[src/rtl/cpu_pkg.sv]
// Shared CPU front-end definitions: default datapath widths, NOP encoding,
// control-transfer opcodes and the redirect-source encoding.
package cpu_pkg;

   localparam int unsigned CPU_ADDR_W  = 19;
   localparam int unsigned CPU_INSTR_W = 19;

   localparam logic [CPU_INSTR_W-1:0] NOP_INSTR = 19'h0;

   localparam logic [4:0] OPC_CALL = 5'b01101;
   localparam logic [4:0] OPC_RET  = 5'b01110;

   typedef enum logic [1:0] {
      NONE,
      BRANCH,
      EXCEPTION
   } redirect_e;

endpackage

[src/rtl/fetch_fifo.sv]
// Synchronous FIFO holding {pc, instruction} entries for the fetch queue.
// Ports: clk, rst (sync, active-high), push/din, pop/dout, flush (wins over
// push/pop), full, empty, count (occupancy).
// Push on a full FIFO is accepted only together with a pop.
module fetch_fifo #(
   parameter int unsigned WIDTH = 38,
   parameter int unsigned DEPTH = 4
) (
   input  logic                         clk,
   input  logic                         rst,
   input  logic                         push,
   input  logic                         pop,
   input  logic                         flush,
   input  logic [WIDTH-1:0]             din,
   output logic [WIDTH-1:0]             dout,
   output logic                         full,
   output logic                         empty,
   output logic [$clog2(DEPTH+1)-1:0]   count
);
   localparam int unsigned PTR_W = $clog2(DEPTH);
   localparam int unsigned CNT_W = $clog2(DEPTH + 1);

   logic [WIDTH-1:0] mem [DEPTH];
   logic [PTR_W-1:0] wr_ptr;
   logic [PTR_W-1:0] rd_ptr;
   logic             do_push;
   logic             do_pop;

   assign empty   = (count == '0);
   assign full    = (count == CNT_W'(DEPTH));
   assign do_pop  = pop && !empty && !flush;
   assign do_push = push && !flush && (!full || do_pop);
   assign dout    = mem[rd_ptr];

   // Pointers and occupancy; power-of-two depth lets pointers wrap naturally
   always_ff @(posedge clk) begin
      if (rst || flush) begin
         wr_ptr <= '0;
         rd_ptr <= '0;
         count  <= '0;
      end else begin
         if (do_push) wr_ptr <= wr_ptr + PTR_W'(1);
         if (do_pop)  rd_ptr <= rd_ptr + PTR_W'(1);
         count <= count + CNT_W'(do_push) - CNT_W'(do_pop);
      end
   end

   // Storage array, not reset
   always_ff @(posedge clk) begin
      if (do_push) mem[wr_ptr] <= din;
   end

endmodule

[src/rtl/fetch_queue.sv]
// Instruction prefetch unit: issues sequential word fetches, buffers in-order
// responses with their PCs and presents one instruction per cycle to decode.
// Ports: clk, rst (sync, active-high); imem_req_* request channel;
// imem_rsp_* response channel; stall from decode; branch_taken/branch_target
// and exception/handler_address redirects; instr_valid/pc/instruction to IF/ID.
// Optional build macro FETCH_BYPASS_EN: a response arriving at an empty queue
// with nothing to drop is presented in the same cycle.
module fetch_queue
   import cpu_pkg::*;
#(
   parameter int unsigned       ADDR_W   = CPU_ADDR_W,
   parameter int unsigned       INSTR_W  = CPU_INSTR_W,
   parameter int unsigned       DEPTH    = 4,
   parameter logic [ADDR_W-1:0] RESET_PC = '0
) (
   input  logic               clk,
   input  logic               rst,
   output logic               imem_req_valid,
   input  logic               imem_req_ready,
   output logic [ADDR_W-1:0]  imem_req_addr,
   input  logic               imem_rsp_valid,
   input  logic [INSTR_W-1:0] imem_rsp_data,
   input  logic               stall,
   input  logic               branch_taken,
   input  logic [ADDR_W-1:0]  branch_target,
   input  logic               exception,
   input  logic [ADDR_W-1:0]  handler_address,
   output logic               instr_valid,
   output logic [ADDR_W-1:0]  pc,
   output logic [INSTR_W-1:0] instruction
);
   localparam int unsigned CNT_W = $clog2(DEPTH + 1);
   localparam int unsigned SUM_W = CNT_W + 1;
   localparam int unsigned ENT_W = ADDR_W + INSTR_W;

   logic [ADDR_W-1:0] fetch_pc, fetch_pc_nxt;
   logic [ADDR_W-1:0] rsp_pc, rsp_pc_nxt;
   logic [CNT_W-1:0]  inflight, inflight_nxt;
   logic [CNT_W-1:0]  drop_cnt, drop_cnt_nxt;
   logic              rst_q;

   redirect_e         redir_src;
   logic              redirect;
   logic [ADDR_W-1:0] target;
   logic [SUM_W-1:0]  credit_used;
   logic              accept;
   logic              rsp_take;
   logic              bypass;
   logic              fifo_push;
   logic              fifo_pop;
   logic              fifo_full;
   logic              fifo_empty;
   logic [CNT_W-1:0]  fifo_count;
   logic [ENT_W-1:0]  fifo_dout;

   // Redirect source selection; exception outranks branch
   always_comb begin
      redir_src = NONE;
      target    = branch_target;
      if (exception) begin
         redir_src = EXCEPTION;
         target    = handler_address;
      end else if (branch_taken) begin
         redir_src = BRANCH;
      end
   end

   assign redirect = (redir_src != NONE);

   // Issue credit, response accounting and next-state computation
   always_comb begin
      credit_used    = SUM_W'(fifo_count) + SUM_W'(inflight);
      // no issue while in reset, in the release cycle, or on a redirect
      imem_req_valid = !rst && !rst_q && !redirect && !fifo_full &&
                       (credit_used < SUM_W'(DEPTH));
      imem_req_addr  = fetch_pc;
      accept         = imem_req_valid && imem_req_ready;
      rsp_take       = imem_rsp_valid && !redirect && (drop_cnt == '0);
`ifdef FETCH_BYPASS_EN
      bypass         = rsp_take && fifo_empty;
`else
      bypass         = 1'b0;
`endif
      // a bypassed response that decode takes immediately is never stored
      fifo_push      = rsp_take && !(bypass && !stall);
      fifo_pop       = !fifo_empty && !stall && !redirect;

      inflight_nxt   = inflight + CNT_W'(accept) - CNT_W'(imem_rsp_valid);

      drop_cnt_nxt   = drop_cnt;
      if (redirect) begin
         // everything still outstanding after this cycle is stale
         drop_cnt_nxt = inflight_nxt;
      end else if (imem_rsp_valid && (drop_cnt != '0)) begin
         drop_cnt_nxt = drop_cnt - CNT_W'(1);
      end

      fetch_pc_nxt = fetch_pc;
      rsp_pc_nxt   = rsp_pc;
      if (redirect) begin
         fetch_pc_nxt = target;
         rsp_pc_nxt   = target;
      end else begin
         if (accept)   fetch_pc_nxt = fetch_pc + ADDR_W'(1);
         if (rsp_take) rsp_pc_nxt   = rsp_pc + ADDR_W'(1);
      end
   end

   // Presented instruction: bypassed response, else queue head, else bubble
   always_comb begin
      instr_valid = 1'b0;
      pc          = '0;
      instruction = INSTR_W'(NOP_INSTR);
      if (bypass) begin
         instr_valid = 1'b1;
         pc          = rsp_pc;
         instruction = imem_rsp_data;
      end else if (!fifo_empty) begin
         instr_valid          = 1'b1;
         {pc, instruction}    = fifo_dout;
      end
   end

   always_ff @(posedge clk) begin
      if (rst) begin
         fetch_pc <= RESET_PC;
         rsp_pc   <= RESET_PC;
         inflight <= '0;
         drop_cnt <= '0;
         rst_q    <= 1'b1;
      end else begin
         fetch_pc <= fetch_pc_nxt;
         rsp_pc   <= rsp_pc_nxt;
         inflight <= inflight_nxt;
         drop_cnt <= drop_cnt_nxt;
         rst_q    <= 1'b0;
      end
   end

   fetch_fifo #(
      .WIDTH (ENT_W),
      .DEPTH (DEPTH)
   ) u_fifo (
      .clk   (clk),
      .rst   (rst),
      .push  (fifo_push),
      .pop   (fifo_pop),
      .flush (redirect),
      .din   ({rsp_pc, imem_rsp_data}),
      .dout  (fifo_dout),
      .full  (fifo_full),
      .empty (fifo_empty),
      .count (fifo_count)
   );

endmodule

[config.mk]
export PLATFORM = sky130hd
export DESIGN_NAME = fetch_queue
export DESIGN_NICKNAME = d
export VERILOG_FILES = /design/src/rtl/cpu_pkg.sv /design/src/rtl/fetch_fifo.sv /design/src/rtl/fetch_queue.sv
export SDC_FILE = /design/constraint.sdc
export NUM_CORES = 1
export LEC_CHECK = 0
export ABC_AREA = 0
export BUFFER_PORTS_ARGS = -buffer_cell sky130_fd_sc_hd__buf_2
export CORE_MARGIN = 2
export CORE_UTILIZATION = 51
export DETAILED_ROUTE_END_ITERATION = 12
export PLACE_DENSITY = 0.72
export SETUP_SLACK_MARGIN = 0.2
export SYNTH_ARGS = -nofsm -noshare
export SYNTH_HDL_FRONTEND = slang
export SYNTH_SLANG_ARGS = --single-unit
[constraint.sdc]
create_clock -name clk -period 3.1 [get_ports clk]
set_input_delay 0.155 -clock clk [delete_from_list [all_inputs] [get_ports clk]]
set_output_delay 0.155 -clock clk [all_outputs]
set_load 0.03 [all_outputs]
---- Word level (Yosys, flattened, before mapping) ----
Memory sizes are Yosys's and may differ from the RTL's. A register that Yosys moved wholly into a read port is not among the register bits.
Index checks and enable logic that the tools add are counted.
W data, S select, Z words.
storage, ports and cells
  logic and storage cells ................. 67
  bits in writable memories ............... 152
  output and inout bits ................... 59
  memories kept ........................... 1
  register bits after elaboration ......... 52
cells by class
  order comparisons ....................... 1
  equal/unequal tests ..................... 1
  $add $sub $neg .......................... 10
  mux-type cells .......................... 17
  reductions and logical operators ........ 29
memory list
  name        words  width  read ports  clocked after memory_dff  write ports  RTL line          source
  u_fifo.mem  4      38     1           1                         1            fetch_fifo.sv:23  logic [WIDTH-1:0] mem [DEPTH];
operators by type and width
  operator                 number
  $mux W19                 7
  $add A19 B1 Y19 const B  2
  $logic_and A1 B1 Y1      14
  $reduce_bool A2 Y1       4
  $add A3 B1 Y3            2
  $logic_not A1 Y1         6
  $logic_not A3 Y1         2
  $mux W2                  3
  $mux W3                  2
  $sub A3 B1 Y3            2
  $mux W1                  5
  $add A2 B1 Y2 const B    2
  $add A3 B3 Y4            1
  $lt A4 B3 Y1 const B     1
  $eq A3 B3 Y1 const B     1
  $reduce_bool A3 Y1       1
  $sub A3 B1 Y3 const B    1
  $logic_or A1 B1 Y1       2

---- Depth between registers and ports, before layout ----
  depth in word-level cells ............... 11
  gate-level depth with buffers ........... 12
  gate-level depth less buffers ........... 11

---- Modules after synthesis ----
From an unflattened synthesis, not the netlist that was laid out.
unflattened totals
  cell total of the unflattened synthesis .. 675
  area total of the unflattened synthesis .. 9135.0 um^2
modules (own cells, without submodules)
  module       cells each  area each (um^2)  sequential area each (um^2)  times used
  fetch_fifo   248         5980.7            4744.6                       1
  fetch_queue  427         3154.3            900.9                        1

---- Least setup slack after synthesis ----
Ideal clock, no wire load.
  path kind ............................... register to register
  from .................................... reg u_fifo.count[2]
  to ...................................... reg drop_cnt[2]
  stages on the path, launching flop included .. 13
  clock period less this slack ............ 2702 ps
  required time ........................... 3014 ps
  setup time .............................. 86 ps
  arrival time ............................ 2617 ps
  path slack .............................. 398 ps
  path through ............................ dfxtp_1 -> ha_1 -> nor4_2 -> and4_4 -> buf_6 -> nand2_1 -> ha_1 -> inv_1 -> ha_1 -> fa_1 -> xnor2_1 -> xnor2_1 -> a211oi_1
on the way
  cells in the longest elaborated chain, start to end .. 8
  elaborated cells between the ends (all ways) .. 10
RTL lines
  item                                                   RTL line            source
  from (decl)                                            fetch_fifo.sv:18    output logic [$clog2(DEPTH+1)-1:0] count
  from (signal assigned)                                 fetch_fifo.sv:44    count <= count + CNT_W'(do_push) - CNT_W'(do_pop);
  branches (longest 3 deep; another with $add A3 B3 Y4)  n/a
  $logic_and A1 B1 Y1 *                                  fetch_queue.sv:74   imem_req_valid = !rst && !rst_q && !redirect && !fifo_full &&
  $logic_and A1 B1 Y1 *                                  fetch_queue.sv:77   accept = imem_req_valid && imem_req_ready;
  $add A3 B1 Y3 *                                        fetch_queue.sv:88   inflight_nxt = inflight + CNT_W'(accept) - CNT_W'(imem_rsp_valid);
  $sub A3 B1 Y3 *                                        fetch_queue.sv:88
  $mux W3 *                                              fetch_queue.sv:91   if (redirect) begin
  to (signal assigned)                                   fetch_queue.sv:135  drop_cnt <= drop_cnt_nxt;
  to (decl)                                              fetch_queue.sv:39   logic [CNT_W-1:0] drop_cnt, drop_cnt_nxt;
Every way passes the cells marked *.
A chain may end at the register's enable or synchronous reset.

---- Worst setup path after layout ----
Ends and elaborated chain as after synthesis.

==> flow_summary_export.csv <==
group,metric,value,unit
outcome,outcome,"finished clean",
place,gp_congestion,0.823,
hold_path,hold_path_class,"input port to register",
worst_setup_path,crit_chain,"ha_1, nor4_4, and4_4, nand2_1, ha_1, inv_1, ha_1, fa_1, xnor2_1, xnor2_1, a211oi_1",
sta,drv_slew,0,
die,row_count,48,
die,die_w,137,um
synth,ys_ff_latch,206,
detailed_routing,dr_wl_met2,9340,um
worst_setup_path,cp-end-kind,"register",
detailed_routing,detail-route-antenna-nets,0,
power_and_ir_drop,p_leak,0.00402,uW
synth,yosysWarnings,0,
die,die_h,137,um
sta,relSlewSlack,58.3,%
global_route,grt_pass1_wl,30600,um
synth,synth_area_leaders,"edfxtp_1, dfxtp_1, mux4_2, nor2b_1, a21oi_1",
detailed_routing,drcViolationCount,0,
flow_run,max_cap_violations,0,
global_route,grt_pass1_vias,6085,
cells_and_area,drive_above_1_share,28.6,%
synth,synth_cells,663,
cells_and_area,syn_to_final_growth,21.2,%
place,port_buffers,122,
clock_tree,h-tree-depth,1,
global_route,grt_use_total,20.9,%
worst_setup_path,r2r-end,"drop_cnt[2]",
die,dieArea,18800,um^2
worst_setup_path,critPathLaunchType,"register",
global_route,antenna_found_initial,0,
sta,hold_viol,0,
synth,synth.distinct_cells,67,
hold_path,hold_depth,4,
sta,rsz0062_at_grt,"no",
synth,synth_top_area_share,50.6,%
synth,ys_seq_area_share,62.5,%
detailed_routing,firstDrtPassIters,5,
hold_path,hp-start,"handler_address[16]",
global_route,grt_overflow,0,
sta,final.setup_skew,7.23,ps
power_and_ir_drop,switching_power,1370,uW
power_and_ir_drop,sw_frac_of_total,21.7,%
power_and_ir_drop,power.total,6290,uW
clock_tree,clockRootBuffer,"clkbuf_16",
sta,fin_crit_sh,87.8,%
power_and_ir_drop,p_comb_share,7.7,%
synth,syn_avg_cell_area,13.6,um^2
detailed_routing,drtIter0Drc,478,
sta,worst_pin_slew,619,ps
detailed_routing,topRoutingLayerUsed,"met4",
worst_setup_path,rr_worst_depth,11,
power_and_ir_drop,pwr-share-clk,42.7,%
sta,setup_viol,0,
worst_setup_path,crit_fanout,5,
detailed_routing,vias,6053,
place,dp.final_hpwl,12400,um
cells_and_area,stdcell_count,1054,
hold_path,hold_end,"imem_req_addr[16]",
clock_tree,cts_tree,"done",
synth,syn-cell-area,9030,um^2
global_route,grt_max_degree,40,
clock_tree,worst_skew_pair.late_latency,490,ps
power_and_ir_drop,ir_worst_vdd,0.356,mV
detailed_routing,met3RoutedLength,1280,um
cells_and_area,final_net_count,894,
detailed_routing,wl_per_cell,18.3,um
synth,yosys.area.top_type,"edfxtp_1",
worst_setup_path,crit_top_cell,"ha_1",
sta,hold_ws,45.9,ps
power_and_ir_drop,p_int,4930,uW
synth,synthFlopType,"edfxtp_1",
sta,layout_min_cycle_time,2720,ps
synth,async_reset_ff_share,0,%
worst_setup_path,crit_required,3510,ps
die,io_pins,123,
worst_setup_path,rrSetupSlack,380,ps
detailed_routing,vias_per_cell,5.74,
power_and_ir_drop,power_frac_seq,49.6,%
worst_setup_path,cp_slowest_stage_delay,440,ps
power_and_ir_drop,power_density,575,nW/um^2
detailed_routing,wl_met1,8240,um
die,start_util,52.2,%
synth,synth_edf_count,152,
sta,fmax,0.367,GHz
synth,yosysMostFrequentCell,"edfxtp_1",
cells_and_area,diodes,0,
synth,synth_nets,743,
detailed_routing,postRouteWirelength,19300,um
place,place_inst,994,
worst_setup_path,critPathArrivalTime,3130,ps
die,core,17300,um^2
clock_tree,cts_made_buffers,22,
clock_tree,cts_setup_buffers,0,
clock_tree,clk_pin_slew,60,ps
worst_setup_path,critPathKind,"register to register",
worst_setup_path,critical_path.slowest_cell,"dfxtp_1",
clock_tree,cts_max_path_buffers,3,
worst_setup_path,r2r_start,"u_fifo.count[2]",
cells_and_area,utilization,63.3,%
sta,tns,0,ps
synth,synthTopCellsByCount,"edfxtp_1, dfxtp_1, nand2_1, nor2b_1, nor2_1",
clock_tree,cts.sinks,206,
worst max path at each step:
stage	end	start	slack [ps]
5_1_grt	drop_cnt[2]	u_fifo.count[2]	250
3_5_place_dp	drop_cnt[2]	u_fifo.count[2]	340
6_report	drop_cnt[2]	u_fifo.count[2]	380
4_1_cts	drop_cnt[2]	u_fifo.count[2]	320
2_1_floorplan	drop_cnt[2]	u_fifo.count[2]	400
3_3_place_gp	drop_cnt[2]	u_fifo.count[2]	450
metrics by stage:
stage	setup slack, ps	cell area [um^2]
final	377	10900
after global routing	246	10900
after CTS	317	10900
after detailed placement	344	9970
after global placement	453	9970
after floorplan	398	9030
worst max-delay path: cells and delay by family, from the launching register on:
kind	cells	cell delay, ps
buffers and inverters	1	30
AO/OA/AOI/OAI	1	210
adder cells (fa/ha/maj)	4	1150
flip-flops	1	440
XOR/XNOR	2	280
AND/OR/NAND/NOR	3	520
state kept, by name (all words and copies together) (netlist names), named ones only:
register	cells
imem_req_addr	19
u_fifo.count	3
u_fifo.wr_ptr	2
u_fifo.rd_ptr	2
u_fifo.mem	152
inflight	3
rst_q	1
rsp_pc	19
drop_cnt	3
per-layer routing:
layer	vias up	global-route usage, %
li1	2848	-
met1	2924	27.6
met2	242	35.4
met3	39	3.44
met4	0	6.87
met5	-	0
power by group through the flow:
stage          Clock [uW]  Sequential, uW  Combinational, uW
2_1_floorplan           0            3180                281
3_3_place_gp            0            3160                440
3_5_place_dp            0            3170                457
4_1_cts              2740            3120                481
5_1_grt              2840            3130                533
6_report             2690            3120                487
cell families after synthesis:
group,Yosys count,share of synthesized area [%]
adders and majority gates,16,2.38
and+or+nand+nor,226,13.6
buffers and inverters,55,2.51
AOI/OAI and AO/OA,109,8.23
DFF,206,62.5
xor gates and xnor gates,13,1.26
muxes,38,9.48
cells in the final DEF (no fill, tap or decap), drive strengths merged, types with 3 or more instances in the layout:
master,netlist,routed
nor4,5,5
and3,8,8
clkbuf,17,25
a211oi,7,7
dfxtp,54,54
nand3,22,22
a221o,4,4
nor3,19,19
xnor2,8,8
nor3b,4,4
a31oi,5,5
and2,5,5
a21o,3,3
a21oi,40,40
a31o,5,5
nand2,50,50
nor2,41,41
clkinv,1,8
edfxtp,152,152
inv,23,23
nor2b,43,43
clkinvlp,0,3
xor2,5,5
bufinv,0,4
nand4,15,15
a32o,4,4
mux4,38,38
or2,3,3
dlygate4sd3,0,21
o21ai,18,18
and4,4,4
ha,14,14
buf,14,137
area by class of cell:
cell class                 instances  area (um^2)
clock buffer                      25          583
clock inverter                    14          173
inverter                          24         90.1
fill                            1287         6350
sequential                       206         5650
tap                              225          282
timing repair buffer             158          996
multi-input combinational        402         3170
repair_timing:
action | CTS | global route
hold buffers | 21 | 0
hold endpoints to repair | 78 | 0
resized for setup | 0 | 1
endpoints found under the setup margin | 0 | 1
(Power assumes the default switching activity.)
